File: config.mk
export PLATFORM = sky130hd
export DESIGN_NAME = qkv_pass_scheduler
export DESIGN_NICKNAME = d
export VERILOG_FILES = /design/src/rtl/qkv_pass_scheduler.sv
export SDC_FILE = /design/constraint.sdc
export NUM_CORES = 1
export LEC_CHECK = 0
export ABC_AREA = 0
export CORE_MARGIN = 3
export CORE_UTILIZATION = 57
export DETAILED_ROUTE_END_ITERATION = 12
export GPL_ROUTABILITY_DRIVEN = 0
export PLACE_DENSITY = 0.83
export SETUP_SLACK_MARGIN = 0.2
export SYNTH_ARGS = -nofsm -noshare
export SYNTH_HDL_FRONTEND = slang
export SYNTH_SLANG_ARGS = --single-unit
export TNS_END_PERCENT = 100
File: constraint.sdc
create_clock -name i_clk -period 4.4 [get_ports i_clk]
set_input_delay 0.66 -clock i_clk [delete_from_list [all_inputs] [get_ports i_clk]]
set_output_delay 0.66 -clock i_clk [all_outputs]
set_load 0.02 [all_outputs]
File: src/rtl/qkv_pass_scheduler.sv
// qkv_pass_scheduler: runs the Q, K and V projection passes one after another
// on the shared INT8 projection engine. Each pass selects its banks, clears and
// launches the engine, then waits for the engine to finish. A pass does not start
// while downstream still holds unconsumed results in that pass's output bank.
// A watchdog sets a sticky error if the engine hangs.
module qkv_pass_scheduler #(
  parameter int WDOG_W     = 16,
  parameter int WDOG_LIMIT = 50000
) (
  input  logic       i_clk,
  input  logic       i_rst,
  input  logic       i_start,
  input  logic [2:0] i_mask,
  input  logic       i_abort,
  input  logic       i_proj_finished,
  input  logic [2:0] i_bank_release,
  output logic       o_proj_clr,
  output logic       o_proj_en,
  output logic [1:0] o_wsel,
  output logic [1:0] o_osel,
  output logic       o_busy,
  output logic [2:0] o_bank_full,
  output logic       o_all_done,
  output logic       o_err_timeout
);

  typedef enum logic [2:0] {
    S_IDLE, S_SELECT, S_CLEAR, S_LAUNCH, S_WAIT, S_DONE, S_ERROR
  } state_t;

  localparam logic [WDOG_W-1:0] W_LIM_M1 = WDOG_W'(WDOG_LIMIT - 1);

  state_t            r_state;
  logic [2:0]        r_pending;
  logic [2:0]        r_bank_full;
  logic [1:0]        r_wsel;
  logic [1:0]        r_osel;
  logic [WDOG_W-1:0] r_wdog;
  logic              r_err;

  logic [1:0]        w_idx;
  logic [2:0]        w_onehot;
  logic              w_fin_ok;
  logic              w_stall;

  // Current pass is the lowest pending bit; Q has priority over K and K over V.
  // While in WAIT, pending is unchanged, so this still points at the running pass.
  always_comb begin
    w_idx = 2'd0;
    if (r_pending[0])      w_idx = 2'd0;
    else if (r_pending[1]) w_idx = 2'd1;
    else if (r_pending[2]) w_idx = 2'd2;
  end

  assign w_onehot = 3'b001 << w_idx;
  // An abort in the same cycle discards the finish, so bank_full does not change.
  assign w_fin_ok = (r_state == S_WAIT) && i_proj_finished && !i_abort;
  // Stall only when the bank is full and is not being released in this cycle.
  assign w_stall  = |(r_bank_full & ~i_bank_release & w_onehot);

  // Pass sequencer: state, pending mask, bank selects, watchdog and sticky error.
  always_ff @(posedge i_clk) begin
    if (i_rst) begin
      r_state   <= S_IDLE;
      r_pending <= 3'b000;
      r_wsel    <= 2'd0;
      r_osel    <= 2'd0;
      r_wdog    <= '0;
      r_err     <= 1'b0;
    end else if (i_abort) begin
      r_state   <= S_IDLE;
      r_pending <= 3'b000;
      r_err     <= 1'b0;
    end else begin
      case (r_state)
        S_IDLE: begin
          if (i_start) begin
            if (i_mask != 3'b000) begin
              r_pending <= i_mask;
              r_state   <= S_SELECT;
            end else begin
              r_state   <= S_DONE;
            end
          end
        end
        S_SELECT: begin
          if (r_pending == 3'b000) begin
            r_state <= S_DONE;
          end else if (!w_stall) begin
            r_wsel  <= w_idx;
            r_osel  <= w_idx;
            r_state <= S_CLEAR;
          end
        end
        S_CLEAR:  r_state <= S_LAUNCH;
        S_LAUNCH: begin
          r_wdog  <= '0;
          r_state <= S_WAIT;
        end
        S_WAIT: begin
          r_wdog <= r_wdog + 1'b1;
          // A finish on the limit cycle counts as success.
          if (i_proj_finished) begin
            r_pending <= r_pending & ~w_onehot;
            r_state   <= S_SELECT;
          end else if (r_wdog == W_LIM_M1) begin
            r_err   <= 1'b1;
            r_state <= S_ERROR;
          end
        end
        S_DONE:  r_state <= S_IDLE;
        S_ERROR: r_state <= S_ERROR;
        default: r_state <= S_IDLE;
      endcase
    end
  end

  // Output-bank occupancy. A finish sets the bit even if the same bit is released
  // in that cycle. Releases are applied in every state, including during an abort.
  always_ff @(posedge i_clk) begin
    if (i_rst) r_bank_full <= 3'b000;
    else       r_bank_full <= (r_bank_full & ~i_bank_release) | (w_fin_ok ? w_onehot : 3'b000);
  end

  assign o_proj_clr    = (r_state == S_CLEAR);
  assign o_proj_en     = (r_state == S_LAUNCH);
  assign o_busy        = (r_state != S_IDLE);
  assign o_all_done    = (r_state == S_DONE);
  assign o_wsel        = r_wsel;
  assign o_osel        = r_osel;
  assign o_bank_full   = r_bank_full;
  assign o_err_timeout = r_err;

endmodule
==> results of run 1 <==
-- power by group through the flow --
stage / Sequential [mW] / Clock [mW] / Combinational [mW]
6_report: 0.260 / 0.124 / 0.0375
2_1_floorplan: 0.263 / 0 / 0.0238
4_1_cts: 0.260 / 0.127 / 0.0373
3_3_place_gp: 0.265 / 0 / 0.0362
3_5_place_dp: 0.266 / 0 / 0.0370
5_1_grt: 0.261 / 0.137 / 0.0407
-- sequential cells by signal (all words and copies together), names as in the netlist --
name           cells
o_osel             2
o_err_timeout      1
r_state            3
r_pending          3
r_wdog            16
o_bank_full        3
-- synth_stat cells, types with 2 or more instances --
master    number  area share (%)
and3_1         2            0.83
nor2_1        15             3.8
nor4bb_1       2             1.3
nor4_1         2            0.83
or4_1          4             2.0
o21a_1         3             1.5
nand2b_1       3             1.3
a31oi_1        2            0.83
xor2_1         5             2.9
or3_1          7             2.9
nand3_1        5             1.7
o211ai_1       3             1.5
nor3b_1        2             1.0
nor2b_1        2            0.83
a21oi_1       16             5.3
o31ai_1        3             1.5
o21ai_0       15             5.0
inv_1          4             1.0
and4_1         3             1.8
buf_6          2             1.5
dfxtp_1       28              37
nand2_1        9             2.3
buf_4          2             1.0
nand4_1        4             1.7
nor3_1         4             1.3
clkbuf_1       6             1.5
-- logic make-up (layout without fill, tap and decap cells) --
group,after synthesis,count (layout),synth area share [%]
fa+ha+maj,1,1,0.834
xor+xnor,5,5,2.92
flops,28,28,37.4
compound gates,54,54,23.8
buf+inv,14,30,5.00
simple gates,73,73,30.1
-- through the flow --
step / power (mW) / utilization [%]
6_report: 0.422 / 73.3
2_1_floorplan: 0.287 / -
4_1_cts: 0.424 / 73.3
3_5_place_dp: 0.303 / 71.8
3_3_place_gp: 0.302 / 71.8
5_1_grt: 0.438 / 73.3
-- cell type report --
type                       count  share of cell area [%]
inverter                       4                   0.867
timing repair buffer          22                    12.7
sequential                    28                    32.4
multi-input combinational    133                    49.9
tap                           28                    2.02
clock buffer                   4                    2.10
-- routing by layer --
metal,track usage [%],vias to the layer above
met5,0,-
met4,4.64,0
met3,4.75,5
met2,33.6,48
met1,28.8,654
li1,-,696
-- critical path, cell delays in order (launching register included) --
cell and delay, ns:
dfxtp_1 0.47, nor3_1 0.42, inv_1 0.10, clkdlybuf4s50_1 0.55
-- final timing paths --
path	endpoint	slack, ns
worst max-delay path	o_busy	1.87
worst max register to register	r_wdog[14]	2.23
worst min-delay path	r_wdog[15]	0.50
worst min register to register	r_wdog[15]	0.50
==> reports/metrics.yaml, run 1 <==
clock_network:
  ctsResizeCount: 0
  cts_tree: "done"
  clk_pin_slew_worst_paths_ns: 0.14
  clock_latency_ns: 0.33
  cts_max_level: 1
  postCtsHoldBufs: 0
  postCtsSetupRepairBufs: 0
  cts_buffers: 3
  cts_buffer_depth: 2
  clk_root_buffer_cell: "clkbuf_4"
  clkSinkCount: 28
critical_path:
  crit_start: "r_state[1]"
  path_class: "reg -> out"
  r2r_start: "r_state[2]"
  cp_data_required_time_ns: 3.74
  startpoint_type: "register"
  reg2reg_depth: 4
  worstSetupEndpointType: "output port"
  crit_fanout: 14
  critical_path_arrival_ns: 1.87
synthesis:
  ys.flop_type: "dfxtp_1"
  ys_warn_count: 0
  syn_area_per_cell_um2: 8.57
  netlist_instances: 175
  ys_types: 48
  synth-edff-count: 0
  syn_nets: 187
  async_reset_ff_share_pct: 0
  syn_area_um2: 1500
  ys_ff_latch: 28
  yosysSeqAreaShare_pct: 37.4
timing:
  drv_slew: 0
  worstMarginPinSlew_ns: 0.762
  fin_crit_ns: 2.53
  hold_viol: 0
  max-slew-margin-rel_pct: 49.0
  tns_ns: 0
  rsz0062_at_grt: "no"
  setup_ws_ns: 1.87
  skew_ns: 0.00533
  min_period_over_period_pct: 57.5
  max_freq_mhz: 395
  setup_viol: 0
  whs_ns: 0.499
finish:
  fillers: 184
  diodes: 0
  multi_input_area_um2: 865
  synthToLayoutAreaGrowth_pct: 15.4
  mostFrequentLayoutCell: "dfxtp_1"
  nets: 204
  ff_latch_area_um2: 561
  final_cell_area_um2: 1730
  fin_cells: 219
  layout_common_cells: "dfxtp_1 (28), clkdlybuf4s50_1 (22), a21oi_1 (16)"
  layout-drive-gt1-share_pct: 5.24
route:
  wl_met3_um: 211
  drt_first_pass_iters: 5
  drc: 0
  vias: 1403
  routed_wl_um: 3270
  wl_per_cell_um: 14.9
  vias_per_cell: 6.41
  met2_length_um: 1540
  top_layer: "met4"
  wl_met1_um: 1500
  drt_iter0_drc: 58
  ant_nets: 0
pwr:
  vdd_drop_max_v: 0.000287
  p_sw_share_pct: 23.0
  switching_power_mw: 0.0971
  internal_power_mw: 0.325
  pwr-share-comb_pct: 8.9
  pwr-share-clk_pct: 29.4
  power_frac_seq_pct: 61.7
  p_per_area_nw_per_um2: 244
  leakage_nw: 0.535
min_path:
  min-delay-start: "r_wdog[15]"
  holdCritPathClass: "reg -> reg"
  min_path_cells: 2
grt:
  grt_overflow: 0
  grt_pass1_wl_um: 5570
  antenna_found_initial: 0
  grt_max_degree: 16
  grt_pass1_vias: 1241
  grtUsageTotal_pct: 20.9
floorplanning:
  coreArea_um2: 2360
  dieArea_um2: 3280
  rows: 17
  die_width_um: 57.3
  ioPinCount: 23
  initial_core_util_pct: 63.5
  die_h_um: 57.3
placement:
  pre_cts_slack_ns: 1.69
  post-dp-hpwl_um: 2410
  place_area_um2: 1700
  dpl.cell_count: 215
  io_buffers: 22
run:
  maxCapViolCount: 0
run_status:
  status: "completed"
(Power assumes the default switching activity.)
==> run 2, diff against run 1 <==
--- a/config.mk
+++ b/config.mk
@@ -7,10 +7,10 @@
 export LEC_CHECK = 0
 export ABC_AREA = 0
 export CORE_MARGIN = 3
-export CORE_UTILIZATION = 57
+export CORE_UTILIZATION = 53
 export DETAILED_ROUTE_END_ITERATION = 12
 export GPL_ROUTABILITY_DRIVEN = 0
-export PLACE_DENSITY = 0.83
+export PLACE_DENSITY = 0.78
 export SETUP_SLACK_MARGIN = 0.2
 export SYNTH_ARGS = -nofsm -noshare
 export SYNTH_HDL_FRONTEND = slang
==> constraint.sdc (replaced) <==
create_clock -name i_clk -period 2.5 [get_ports i_clk]
set_input_delay 0.375 -clock i_clk [delete_from_list [all_inputs] [get_ports i_clk]]
set_output_delay 0.375 -clock i_clk [all_outputs]
set_load 0.02 [all_outputs]
==> reports/metrics.yaml, run 2 (synthesis results as in run 1) <==
critical_path:
  crit_buf_inv: 1
  path_cells: "nand2_1 > nor2_1 > clkdlybuf4s50_1"
  critical_path_arrival_ns: 1.83
  path_class: "reg -> out"
  cpLargestDelayFamily: "flip-flops"
  cp_slowest_cell: "dfxtp_1"
  max_stage_delay_ns: 0.62
  worstSetupEndpointType: "output port"
  cp_data_required_time_ns: 2.12
  crit_fanout: 13
  startpoint_type: "register"
  ff2ff_setup_slack_ns: 0.51
pwr:
  pwr-share-comb_pct: 9.1
  pwr-share-clk_pct: 29.6
  p_per_area_nw_per_um2: 428
  vdd_drop_max_v: 0.000443
  leakage_nw: 0.542
  switching_power_mw: 0.177
  power_frac_seq_pct: 61.3
  p_sw_share_pct: 23.6
  internal_power_mw: 0.573
clock_network:
  clk_root_buffer_cell: "clkbuf_4"
  clkSinkCount: 28
  cts_buffers: 3
  clock_latency_ns: 0.33
  cts_tree: "done"
  clk_pin_slew_worst_paths_ns: 0.15
  cts_buffer_depth: 2
  postCtsSetupRepairBufs: 0
  cts_max_level: 1
run:
  maxCapViolCount: 0
timing:
  drv_slew: 0
  worstMarginPinSlew_ns: 0.490
  setup_viol: 0
  min_period_over_period_pct: 88.2
  skew_ns: 0.0109
  rsz0062_at_grt: "yes"
  hold_viol: 0
  tns_ns: 0
  max-slew-margin-rel_pct: 67.2
  fin_crit_ns: 2.20
  max_freq_mhz: 454
grt:
  grtUsageTotal_pct: 20.7
  grt_overflow: 0
  antenna_found_initial: 0
  grt_pass1_vias: 1342
  grt_max_degree: 16
  grt_pass1_wl_um: 5750
floorplanning:
  ioPinCount: 23
  rows: 18
  coreArea_um2: 2590
  dieArea_um2: 3500
  die_width_um: 59.2
  initial_core_util_pct: 57.9
  die_h_um: 59.2
route:
  drt_first_pass_iters: 5
  wl_per_cell_um: 15.2
  ant_nets: 0
  vias: 1424
  routed_wl_um: 3380
  vias_per_cell: 6.41
  drt_iter0_drc: 74
  drc: 0
finish:
  fillers: 212
  synthToLayoutAreaGrowth_pct: 16.6
  mostFrequentLayoutCell: "dfxtp_1"
  multi_input_area_um2: 870
  ff_latch_area_um2: 563
  diodes: 0
  layout-drive-gt1-share_pct: 7.29
  fin_cells: 222
  largest-register: "r_wdog"
  layout_common_cells: "dfxtp_1 (26), clkdlybuf4s50_1 (22), a21oi_1 (16)"
  nets: 205
  largest_reg_flops: 16
placement:
  io_buffers: 22
  dpl.cell_count: 218
  post-dp-hpwl_um: 2510
min_path:
  holdCritPathClass: "reg -> reg"
run_status:
  status: "completed"
==> run 2: changes by cell type in the layout (fill, tap and decap cells not counted), sizes merged <==
cell,delta
buf,+1
==> run 2: metrics by stage <==
stage	setup slack, ns	util (%)	cell area, µm²	hold slack (ns)	power [mW]
after floorplan	0.882	-	1500	0.450	0.504
after global placement	0.280	65.8	1710	0.472	0.533
after detailed placement	0.235	65.8	1710	0.476	0.534
after CTS	0.233	67.3	1740	0.500	0.752
after global routing	0.181	67.5	1750	0.547	0.781
final	0.295	67.5	1750	0.511	0.749
==> run 2: power groups by stage <==
stage                     clock, mW  combinational [mW]  sequential [mW]
after floorplan                   0              0.0420            0.463
after global placement            0              0.0648            0.468
after detailed placement          0              0.0662            0.468
after CTS                     0.227              0.0666            0.459
after global routing          0.246              0.0743            0.461
final                         0.222              0.0679            0.459
==> run 2: layout make-up <==
type / instances / share of cell area, %
Tap cell: 30 / 2.15
Clock buffer: 4 / 2.07
Sequential cell: 28 / 32.2
Timing Repair Buffer: 23 / 13.0
Multi-Input combinational cell: 133 / 49.7
Inverter: 4 / 0.858
==> run 2: per-layer routing <==
metal,routed length (µm),part of all wire [%],global-route usage (%)
met5,0,0,0
met4,21,0.62,5.50
met2,1560,46,32.4
met3,218,6.4,4.58
met1,1580,47,28.5
==> run 2: worst reg2reg max path, stage by stage (launching register included) <==
cell and delay [ns]:
dfxtp_1 0.62, nor4b_4 0.52, o211ai_4 0.18, or4_1 0.49
a21oi_1 0.14
==> run 2: worst paths after layout <==
| check | start | to | cells after the start |
|---|---|---|---|
| setup / recovery | r_state[2] | o_all_done | 3 |
| hold / removal | r_wdog[15] | r_wdog[15] | 2 |
| setup reg to reg | r_state[2] | r_wdog[14] | 4 |
| hold reg to reg | r_wdog[15] | r_wdog[15] | 2 |
==> run 2: repair_timing <==
| action | CTS | global route |
|---|---|---|
| resized for setup | 1 | 2 |
| pin swaps | 0 | 0 |
| endpoints found under the setup margin | 1 | 2 |
| hold buffers | 0 | 0 |
| endpoints found under the hold margin | 0 | 0 |
==> run 3, diff against run 2 <==
--- a/config.mk
+++ b/config.mk
@@ -6,10 +6,9 @@
 export NUM_CORES = 1
 export LEC_CHECK = 0
 export ABC_AREA = 0
-export CORE_MARGIN = 3
+export CORE_ASPECT_RATIO = 1.1
 export CORE_UTILIZATION = 53
 export DETAILED_ROUTE_END_ITERATION = 12
-export GPL_ROUTABILITY_DRIVEN = 0
 export PLACE_DENSITY = 0.78
 export SETUP_SLACK_MARGIN = 0.2
 export SYNTH_ARGS = -nofsm -noshare
==> reports/metrics.yaml, run 3 (synthesis results as in run 1) <==
finish:
  largest-register: "r_wdog"
  largest_reg_flops: 16
  layout_common_cells: "dfxtp_1 (26), clkdlybuf4s50_1 (22), a21oi_1 (16)"
  diodes: 0
  multi_input_area_um2: 870
  layout-drive-gt1-share_pct: 7.29
  nets: 205
  mostFrequentLayoutCell: "dfxtp_1"
  ff_latch_area_um2: 563
  synthToLayoutAreaGrowth_pct: 17.8
  fillers: 215
route:
  drt_iter0_drc: 37
  routed_wl_um: 3170
  drc: 0
  wl_per_cell_um: 14.2
  vias_per_cell: 6.20
  ant_nets: 0
  vias: 1383
  drt_first_pass_iters: 4
run:
  maxCapViolCount: 0
critical_path:
  cp_data_required_time_ns: 2.12
  ff2ff_setup_slack_ns: 0.60
  critical_path_arrival_ns: 1.77
  worstSetupEndpointType: "output port"
  reg2reg_depth: 4
  timing.rr.end: "r_wdog[14]"
  path_class: "reg -> out"
  startpoint_type: "register"
  r2r_start: "r_state[2]"
  crit_start: "r_state[2]"
  crit_fanout: 13
clock_network:
  cts_buffers: 3
  clk_pin_slew_worst_paths_ns: 0.15
  clkSinkCount: 28
  cts_buffer_depth: 2
  clk_root_buffer_cell: "clkbuf_4"
  cts_tree: "done"
  postCtsHoldBufs: 0
  clock_latency_ns: 0.33
  cts_max_level: 1
timing:
  hold_viol: 0
  fin_crit_ns: 2.15
  drv_slew: 0
  tns_ns: 0
  min_period_over_period_pct: 85.9
  whs_ns: 0.499
  worstMarginPinSlew_ns: 0.477
  max-slew-margin-rel_pct: 68.1
  rsz0062_at_grt: "no"
  skew_ns: 0.00807
  setup_viol: 0
  max_freq_mhz: 466
floorplanning:
  die_h_um: 57.8
  initial_core_util_pct: 57.9
  rows: 19
  dieArea_um2: 3050
  ioPinCount: 23
  die_width_um: 52.7
  coreArea_um2: 2590
placement:
  gp_congestion: 0.838
  io_buffers: 22
  post-dp-hpwl_um: 2370
min_path:
  min_to: "r_wdog[15]"
  min_path_cells: 2
  holdCritPathClass: "reg -> reg"
  min-delay-start: "r_wdog[15]"
pwr:
  vdd_drop_max_v: 0.000371
  leakage_nw: 0.549
  p_per_area_nw_per_um2: 463
grt:
  grt_pass1_wl_um: 5220
  grtUsageTotal_pct: 22.8
  grt_pass1_vias: 1262
  antenna_found_initial: 0
  grt_overflow: 0
  grt_max_degree: 17
run_status:
  status: "completed"
## run 3: cell count changes in the layout (fill, tap and decap cells not counted)
cell / delta
clkbuf_8: -1
bufinv_16: +1
## run 3: final cells by class
cell class	count	area share, %
sequential	28	31.9
tap	31	2.20
timing repair buffer	23	12.9
multi-input combinational	133	49.2
clock inverter	1	1.70
inverter	4	0.850
clock buffer	3	1.27
## run 3: critical path: stages, from the launching register on
cell	delay, ns
dfxtp_1	0.61
nand2_1	0.13
nor2_1	0.10
clkdlybuf4s50_1	0.61
## run 3: report_power, final
part / internal, mW / total (mW) / switching [mW]
sequential: 0.450 / 0.459 / 0.00875
combinational: 0.0328 / 0.0669 / 0.0341
clock: 0.162 / 0.291 / 0.129
total: 0.645 / 0.817 / 0.172
## run 3: per-stage QoR
stage	power, mW	cells	area, µm²	worst slack, ns	utilization, %
after global placement	0.532	219	1710	0.292	65.9
after floorplan	0.504	175	1500	0.882	-
after CTS	0.827	223	1760	0.227	67.9
final	0.817	223	1770	0.352	68.2
after global routing	0.851	223	1770	0.231	68.2
after detailed placement	0.534	219	1710	0.227	65.9
## run 3: metal layers
metal / global-route usage (%) / wire length [µm]
met3: 2.62 / 98
met5: 0 / 0
met1: 26.4 / 1380
met2: 40.7 / 1610
met4: 10.5 / 81
## run 3: worst max-delay path by stage
stage,slack (ns),endpoint,cells after the start
5_1_grt,0.23,o_all_done,3
2_1_floorplan,0.88,r_wdog[14],5
3_5_place_dp,0.23,o_osel[1],5
4_1_cts,0.23,o_busy,3
3_3_place_gp,0.29,r_wdog[6],5
6_report,0.35,o_all_done,3
## run 3: timing repair
action	CTS	global route
resized for setup	0	3
buffers inserted	0	0
setup endpoints to repair	0	2
